$ cat src/rtl/i2c_pkg.sv
// Shared types and constants for the I2C receive-side target.
package i2c_pkg;

  localparam int unsigned I2C_ADDR_W = 7;
  localparam int unsigned I2C_DATA_W = 8;

  localparam logic [I2C_ADDR_W-1:0] I2C_GENERAL_CALL_ADDR = 7'h00;

  typedef enum logic [2:0] {
    IDLE,
    ADDR,
    RW,
    ACK_A,
    DATA,
    ACK_D,
    IGNORE
  } i2c_state_e;

endpackage

$ cat src/rtl/i2c_slave_rx_if.sv
// Bus-side and receive-side signals of the I2C target, grouped for port connection.
interface i2c_slave_rx_if;
  import i2c_pkg::*;

  logic                  scl;
  logic                  sda;
  logic                  sda_oe;
  logic [I2C_DATA_W-1:0] rx_data;
  logic                  rx_valid;
  logic                  rx_rw;
  logic                  addr_match;
  logic                  busy;

  modport slave (
    input  scl,
    input  sda,
    output sda_oe,
    output rx_data,
    output rx_valid,
    output rx_rw,
    output addr_match,
    output busy
  );

  modport master (
    output scl,
    output sda,
    input  sda_oe,
    input  rx_data,
    input  rx_valid,
    input  rx_rw,
    input  addr_match,
    input  busy
  );

endinterface

$ cat src/rtl/i2c_line_sync.sv
// Synchronizer chain, delay flop and edge pulses for one asynchronous bus line.
module i2c_line_sync #(
  parameter int unsigned SYNC_STAGES = 2
) (
  input  logic clk,
  input  logic i_line,
  output logic o_level,
  output logic o_rise,
  output logic o_fall
);

  logic [SYNC_STAGES-1:0] r_sync;
  logic                   r_dly;

  // No reset: the chain keeps tracking the live bus so a reset never fakes an edge.
  always_ff @(posedge clk) begin
    r_sync <= {r_sync[SYNC_STAGES-2:0], i_line};
    r_dly  <= r_sync[SYNC_STAGES-1];
  end

  assign o_level = r_sync[SYNC_STAGES-1];
  assign o_rise  = r_sync[SYNC_STAGES-1] & ~r_dly;
  assign o_fall  = ~r_sync[SYNC_STAGES-1] & r_dly;

endmodule

$ cat src/rtl/i2c_slave_rx.sv
// I2C receive-side target: START/STOP detect, address match with ACK, byte delivery.
// Optional: define I2C_SLAVE_GENERAL_CALL_EN to also accept the general-call address on writes.
module i2c_slave_rx
  import i2c_pkg::*;
#(
  parameter logic [I2C_ADDR_W-1:0] SLAVE_ADDR  = 7'h27,
  parameter int unsigned           SYNC_STAGES = 2
) (
  input logic           clk,
  input logic           reset,
  i2c_slave_rx_if.slave bus
);

  logic w_scl;
  logic w_scl_rise;
  logic w_scl_fall;
  logic w_sda;
  logic w_sda_rise;
  logic w_sda_fall;
  logic w_start;
  logic w_stop;
  logic w_own_hit;
  logic w_gc_hit;
  logic w_addr_hit;

  i2c_state_e            r_state;
  logic [2:0]            r_bit_cnt;
  logic                  r_bit_done;
  logic [I2C_DATA_W-1:0] r_shift;
  logic                  r_sda_oe;
  logic [I2C_DATA_W-1:0] r_rx_data;
  logic                  r_rx_valid;
  logic                  r_rx_rw;
  logic                  r_addr_match;
  logic                  r_busy;

  i2c_line_sync #(
    .SYNC_STAGES (SYNC_STAGES)
  ) u_scl_sync (
    .clk     (clk),
    .i_line  (bus.scl),
    .o_level (w_scl),
    .o_rise  (w_scl_rise),
    .o_fall  (w_scl_fall)
  );

  i2c_line_sync #(
    .SYNC_STAGES (SYNC_STAGES)
  ) u_sda_sync (
    .clk     (clk),
    .i_line  (bus.sda),
    .o_level (w_sda),
    .o_rise  (w_sda_rise),
    .o_fall  (w_sda_fall)
  );

  assign w_start = w_sda_fall & w_scl;
  assign w_stop  = w_sda_rise & w_scl;

  // Address sits in the low 7 shift bits once the R/W bit has been latched.
  assign w_own_hit = (r_shift[I2C_ADDR_W-1:0] == SLAVE_ADDR);
`ifdef I2C_SLAVE_GENERAL_CALL_EN
  assign w_gc_hit = (r_shift[I2C_ADDR_W-1:0] == I2C_GENERAL_CALL_ADDR) & ~r_rx_rw;
`else
  assign w_gc_hit = 1'b0;
`endif
  assign w_addr_hit = w_own_hit | w_gc_hit;

  always_ff @(posedge clk) begin
    if (reset) begin
      r_state      <= IDLE;
      r_bit_cnt    <= 3'd0;
      r_bit_done   <= 1'b0;
      r_shift      <= '0;
      r_sda_oe     <= 1'b0;
      r_rx_data    <= '0;
      r_rx_valid   <= 1'b0;
      r_rx_rw      <= 1'b0;
      r_addr_match <= 1'b0;
      r_busy       <= 1'b0;
    end else begin
      r_rx_valid <= 1'b0;
      if (w_start) begin
        r_busy       <= 1'b1;
        r_sda_oe     <= 1'b0;
        r_addr_match <= 1'b0;
        r_bit_done   <= 1'b0;
        r_bit_cnt    <= 3'd6;
        r_state      <= ADDR;
      end else if (w_stop) begin
        r_busy       <= 1'b0;
        r_sda_oe     <= 1'b0;
        r_addr_match <= 1'b0;
        r_bit_done   <= 1'b0;
        r_state      <= IDLE;
      end else begin
        unique case (r_state)
          IDLE, IGNORE: begin
            r_sda_oe <= 1'b0;
          end
          ADDR: begin
            if (w_scl_rise) begin
              r_shift <= {r_shift[I2C_DATA_W-2:0], w_sda};
              if (r_bit_cnt == 3'd0) begin
                r_state <= RW;
              end else begin
                r_bit_cnt <= r_bit_cnt - 3'd1;
              end
            end
          end
          RW: begin
            // The falling edge of address bit 0 also arrives here; wait for the R/W sample.
            if (w_scl_rise) begin
              r_rx_rw    <= w_sda;
              r_bit_done <= 1'b1;
            end else if (w_scl_fall && r_bit_done) begin
              r_bit_done <= 1'b0;
              if (w_addr_hit) begin
                r_sda_oe     <= 1'b1;
                r_addr_match <= 1'b1;
                r_state      <= ACK_A;
              end else begin
                r_state <= IGNORE;
              end
            end
          end
          ACK_A, ACK_D: begin
            if (w_scl_fall) begin
              r_sda_oe  <= 1'b0;
              r_bit_cnt <= 3'd7;
              r_state   <= DATA;
            end
          end
          DATA: begin
            if (w_scl_rise && !r_bit_done) begin
              r_shift <= {r_shift[I2C_DATA_W-2:0], w_sda};
              if (r_bit_cnt == 3'd0) begin
                r_bit_done <= 1'b1;
                if (!r_rx_rw) begin
                  r_rx_data  <= {r_shift[I2C_DATA_W-2:0], w_sda};
                  r_rx_valid <= 1'b1;
                end
              end else begin
                r_bit_cnt <= r_bit_cnt - 3'd1;
              end
            end else if (w_scl_fall && r_bit_done) begin
              // Reads still walk through the ACK slot, but the master owns SDA there.
              r_bit_done <= 1'b0;
              r_sda_oe   <= ~r_rx_rw;
              r_state    <= ACK_D;
            end
          end
          default: begin
            r_state <= IDLE;
          end
        endcase
      end
    end
  end

  assign bus.sda_oe     = r_sda_oe;
  assign bus.rx_data    = r_rx_data;
  assign bus.rx_valid   = r_rx_valid;
  assign bus.rx_rw      = r_rx_rw;
  assign bus.addr_match = r_addr_match;
  assign bus.busy       = r_busy;

endmodule

$ cat src/flat_wrapper.sv
// flat-port wrapper written by rule: the top's interface ports become plain ports
module i2c_slave_rx_flat import i2c_pkg::*;
#(
  parameter logic [I2C_ADDR_W-1:0] SLAVE_ADDR  = 7'h27,
  parameter int unsigned           SYNC_STAGES = 2
)
  (clk, reset, bus_scl, bus_sda, bus_sda_oe, bus_rx_data, bus_rx_valid, bus_rx_rw, bus_addr_match, bus_busy);
  i2c_slave_rx_if bus_i ();
  input logic clk;
  input logic reset;
  input wire logic [$bits(bus_i.scl)-1:0] bus_scl;
  input wire logic [$bits(bus_i.sda)-1:0] bus_sda;
  output wire logic [$bits(bus_i.sda_oe)-1:0] bus_sda_oe;
  output wire logic [$bits(bus_i.rx_data)-1:0] bus_rx_data;
  output wire logic [$bits(bus_i.rx_valid)-1:0] bus_rx_valid;
  output wire logic [$bits(bus_i.rx_rw)-1:0] bus_rx_rw;
  output wire logic [$bits(bus_i.addr_match)-1:0] bus_addr_match;
  output wire logic [$bits(bus_i.busy)-1:0] bus_busy;
  assign bus_i.scl = bus_scl;
  assign bus_i.sda = bus_sda;
  assign bus_sda_oe = bus_i.sda_oe;
  assign bus_rx_data = bus_i.rx_data;
  assign bus_rx_valid = bus_i.rx_valid;
  assign bus_rx_rw = bus_i.rx_rw;
  assign bus_addr_match = bus_i.addr_match;
  assign bus_busy = bus_i.busy;
  i2c_slave_rx #(.SLAVE_ADDR(SLAVE_ADDR), .SYNC_STAGES(SYNC_STAGES)) u_core (.clk(clk), .reset(reset), .bus(bus_i));
endmodule
$ cat config.mk
export PLATFORM = sky130hd
export DESIGN_NAME = i2c_slave_rx_flat
export DESIGN_NICKNAME = d
export VERILOG_FILES = /design/src/rtl/i2c_pkg.sv /design/src/rtl/i2c_slave_rx_if.sv /design/src/rtl/i2c_line_sync.sv /design/src/rtl/i2c_slave_rx.sv /design/src/flat_wrapper.sv
export SDC_FILE = /design/constraint.sdc
export NUM_CORES = 1
export LEC_CHECK = 0
export ABC_AREA = 1
export BUFFER_PORTS_ARGS = -buffer_cell sky130_fd_sc_hd__buf_2
export CELL_PAD_IN_SITES_DETAIL_PLACEMENT = 2
export CELL_PAD_IN_SITES_GLOBAL_PLACEMENT = 2
export CORE_UTILIZATION = 29
export CTS_CLUSTER_SIZE = 16
export DETAILED_ROUTE_END_ITERATION = 10
export GPL_ROUTABILITY_DRIVEN = 1
export PLACE_DENSITY = 0.81
export SLEW_MARGIN = 15
export SYNTH_ARGS = -nofsm -noshare
export SYNTH_HDL_FRONTEND = slang
export SYNTH_HIERARCHICAL = 1
export SYNTH_SLANG_ARGS = --single-unit
$ cat constraint.sdc
create_clock -name clk -period 1.3 [get_ports clk]
set_input_delay 0.13 -clock clk [delete_from_list [all_inputs] [get_ports clk]]
set_output_delay 0.13 -clock clk [all_outputs]
set_load 0.01 [all_outputs]
==> results of run 1 <==
[cells by family after synthesis]
family	Yosys count	share of synthesized area, %
buffers and inverters	40	10.6
AO/OA/AOI/OAI	41	12.6
adder cells (fa/ha/maj)	2	1.54
XOR/XNOR	1	0.540
flip-flops	33	40.7
AND/OR/NAND/NOR	120	33.9
[through the flow]
| stage | instances | cell area [sq um] |
|---|---|---|
| after global placement | 357 | 2090 |
| after floorplan | 237 | 1660 |
| after CTS | 387 | 2830 |
| after detailed placement | 357 | 2090 |
[what timing repair did]
item	4_1_cts
hold buffers	2
gates cloned	2
endpoints found under the setup margin	26
setup buffers	20
hold endpoints to repair	2
pin swaps	52
resized for setup	142
==> run metrics, run 1 <==
status did not finish; Fail Step global routing; Error [ERROR DPL-0033] detailed placement checks failed during check placement.; Syn Nets 243; count leader, synth nand2_1; EDFF count, synth 0; post-synth top area share 40.7%; antenna violations before repair 0; CTS root buf clkbuf_8; number of H-tree levels 2; Die Y-Extent 76.8 um; GPL Wtd Cong 0.787; synthesized area 1620 sq um; Synth async-reset ratio 0%; most frequent cells after synthesis nand2_1 (46), nor2_1 (36), dfxtp_1 (33); worst endpoint from the post-global-route timing repair u_core/r_shift[5]$_SDFFE_PP0P_/D; largest net degree at the start of global routing 20; Post-synth top flop dfxtp_1; Detailed Place HPWL 4320 um; Yosys warning count 6; post-placement worst setup slack -0.281 ns; Yosys cell types 24; Worst EP Category sequential cell input; top area cells in the synthesized netlist dfxtp_1 (41%), nand2_1 (11%), nor2_1 (8.3%), inv_1 (7.4%), o21ai_0 (7.1%); sequential area share after synthesis 40.7%; num ports 17; DIE WIDTH 76.8 um; register bit total from synthesis 33; Avg Inst Size Synth 6.85 sq um; PortBufs 16; Initial Util 31.0%; clk buf depth 2; Num CTS Buffers 5; Num Clock Sinks 33; Synth area leader dfxtp_1; row count 26; Synth Instances 237
==> inputs of run 2 (changes only) <==
--- a/config.mk
+++ b/config.mk
@@ -7,13 +7,10 @@
 export LEC_CHECK = 0
 export ABC_AREA = 1
 export BUFFER_PORTS_ARGS = -buffer_cell sky130_fd_sc_hd__buf_2
-export CELL_PAD_IN_SITES_DETAIL_PLACEMENT = 2
-export CELL_PAD_IN_SITES_GLOBAL_PLACEMENT = 2
-export CORE_UTILIZATION = 29
-export CTS_CLUSTER_SIZE = 16
+export CORE_UTILIZATION = 40
 export DETAILED_ROUTE_END_ITERATION = 10
 export GPL_ROUTABILITY_DRIVEN = 1
-export PLACE_DENSITY = 0.81
+export PLACE_DENSITY_LB_ADDON = 0.15
 export SLEW_MARGIN = 15
 export SYNTH_ARGS = -nofsm -noshare
 export SYNTH_HDL_FRONTEND = slang
==> constraint.sdc (replaced) <==
create_clock -name clk -period 1.7 [get_ports clk]
set_input_delay 0.17 -clock clk [delete_from_list [all_inputs] [get_ports clk]]
set_output_delay 0.17 -clock clk [all_outputs]
set_load 0.01 [all_outputs]
==> run 2 against run 1 <==
Net effect: the run now ends clean; synthesized cell count did not move; synthesized area did not move.
==> run metrics, run 2 <==
period utilization 91.4%; Num CTS Buffers 5 (unchanged); largest net degree at the start of global routing 20; Sequential Power Share 38.4%; per-cell routed wire length 10.7 um; Synth async-reset ratio 0% (unchanged); Largest register FFs 8; register bit total from synthesis 33 (unchanged); Syn Nets 243 (unchanged); num ports 17 (unchanged); status finished clean; Synth Instances 237 (unchanged); Net Sw Frac 41.2%; Final Hold Viols 0; PortBufs 16 (unchanged); critical path class reg -> reg; clock power share 21.3%; Detailed Place HPWL 2490 um (-42%); NumNets Final 272; synthesized area 1620 sq um (unchanged); Slew @ Worst Pin 0.419 ns; Combinational Power Share 40.3%; Yosys warning count 6 (unchanged); DIE WIDTH 65.7 um (-14%); worst clock skew 0.00998 ns; top area cells in the synthesized netlist dfxtp_1 (41%), nand2_1 (11%), nor2_1 (8.3%), inv_1 (7.4%), o21ai_0 (7.1%); Num Clock Sinks 33 (unchanged); Slew headroom 72.0%; most frequent cells after synthesis nand2_1 (46), nor2_1 (36), dfxtp_1 (33); post-synth top area share 40.7% (unchanged); first-pass GRT wire length 5870 um; global route overflow 0; Slew Viols, Final 0; WP data required 1.88 ns; leak pwr 0.000929 uW; final wirelength 3370 um; first-pass iteration count of the detailed router 4; CP Launch Type register; fmax 643 MHz; # DRC 0; pwr/cell area 1420 nW/um^2; count leader, synth nand2_1; GRT Overall Usage 17.8%; row count 22 (-15%); Synth area leader dfxtp_1; DRT iter0 DRCs 84; clock latency on the worst-skew pair 0.28 ns; Post-synth top flop dfxtp_1; vias in the first global route 1,343; clk buf depth 2 (unchanged); GPL Wtd Cong 0.875 (+11%); number of H-tree levels 2 (unchanged); most frequent cells in the layout nand2_1 (46), nor2_1 (36), inv_1 (32); sequential area share after synthesis 40.7% (unchanged); Vias/cell 4.73; Vias 1,490; Clock transition at path regs 0.08 ns; IR drop worst, VDD 0.555 mV; Crit. End Element register; WP data arrival 1.73 ns; Hold WC Path Type in -> reg; Yosys cell types 24 (unchanged); layout cell share with drive strength beyond 1 21.3%; EDFF count, synth 0 (unchanged); max cap viols 0; Initial Util 43.0% (+12 points); Max FO, Critical Path 10; antenna violations before repair 0; setup ws final 0.146 ns; Synth-to-Final Area Change 17.4%; sw power 1120 uW; die area 4320 sq um; Setup TNS Final 0 ns; final-report setup violation count 0; post-route ant nets 0; Avg Inst Size Synth 6.85 sq um (unchanged); most common cell after layout, fill and taps aside nand2_1; post-placement worst setup slack 0.0684 ns (+0.349 ns); ant diodes 0; CTS root buf clkbuf_8; core area 3770 sq um; Int Pwr 1600 uW; RSZ-0062 raised after global routing true; post-route minimum period 1.55 ns; Die Y-Extent 65.7 um (-14%); CTS tree built
==> run 2: cell counts after synthesis <==
No cell type changed its count.
==> run 2: cell type report <==
type | instances | area (sq um)
multi-input combinational | 164 | 797
tap | 48 | 60.1
clock buffer | 5 | 68.8
sequential | 33 | 663
fill | 386 | 1870
timing repair buffer | 27 | 168
inverter | 35 | 131
clock inverter | 3 | 17.5
==> run 2: power groups by stage <==
stage,Sequential [uW],Combinational [uW],Clock (uW)
2_1_floorplan,997,920,0
3_3_place_gp,1060,1080,0
3_5_place_dp,1060,1080,0
4_1_cts,1040,1090,599
5_1_grt,1060,1280,630
6_report,1040,1090,578
==> run 2: per-stage QoR <==
| step | power [uW] | util (%) | hold WS [ns] | cells | cell area, sq um |
|---|---|---|---|---|---|
| final | 2710 | 50.5 | 0.0733 | 315 | 1910 |
| after global routing | 2980 | 50.5 | 0.0600 | 315 | 1910 |
| after detailed placement | 2130 | 47.0 | 0.274 | 303 | 1770 |
| after global placement | 2140 | 47.0 | 0.274 | 303 | 1770 |
| after CTS | 2730 | 49.9 | 0.0670 | 313 | 1880 |
| after floorplan | 1920 | - | 0.198 | 237 | 1620 |
==> run 2: logic make-up after synthesis <==
kind of cell | Yosys count | synth area share (%)
flip-flops | 33 | 40.7
XOR/XNOR | 1 | 0.540
adder cells (fa/ha/maj) | 2 | 1.54
buffers and inverters | 40 | 10.6
AND/OR/NAND/NOR | 120 | 33.9
AO/OA/AOI/OAI | 41 | 12.6
==> run 2: worst paths after layout <==
| check | end | cells after the start | start | slack (ns) |
|---|---|---|---|---|
| worst max-delay path | u_core/r_state[1] | 9 | u_core/r_state[2] | 0.15 |
| worst min-delay path | u_core/bus.busy | 2 | reset | 0.07 |
| worst max register to register | u_core/r_state[1] | 9 | u_core/r_state[2] | 0.15 |
| worst min register to register | u_core/u_sda_sync/r_sync[1] | 0 | u_core/u_sda_sync/r_sync[0] | 0.32 |
==> run 2: layer usage <==
metal	vias up	track usage, %	share of wire [%]
met2	13	28.7	46
met5	-	0	0
li1	803	-	-
met3	5	3.13	1.9
met4	0	6.52	1.2
met1	669	23.5	51
==> run 2: what timing repair did <==
item | CTS | global route
resized for setup | 0 | 4
hold endpoints to repair | 2 | 0
endpoints found under the setup margin | 0 | 16
setup buffers | 0 | 2
hold buffers | 2 | 0
==> run 2: worst max-delay path: stages (launching register included) <==
cell and delay, ns:
dfxtp_1 0.58, nor2_1 0.14, nand2_1 0.11, inv_2 0.06, nand2_4 0.08, nand2_1 0.09, nor2_4 0.10, nand2_2 0.08
nor3_1 0.16, nor2_1 0.06
Note: power is estimated with default switching activity, not from simulation.
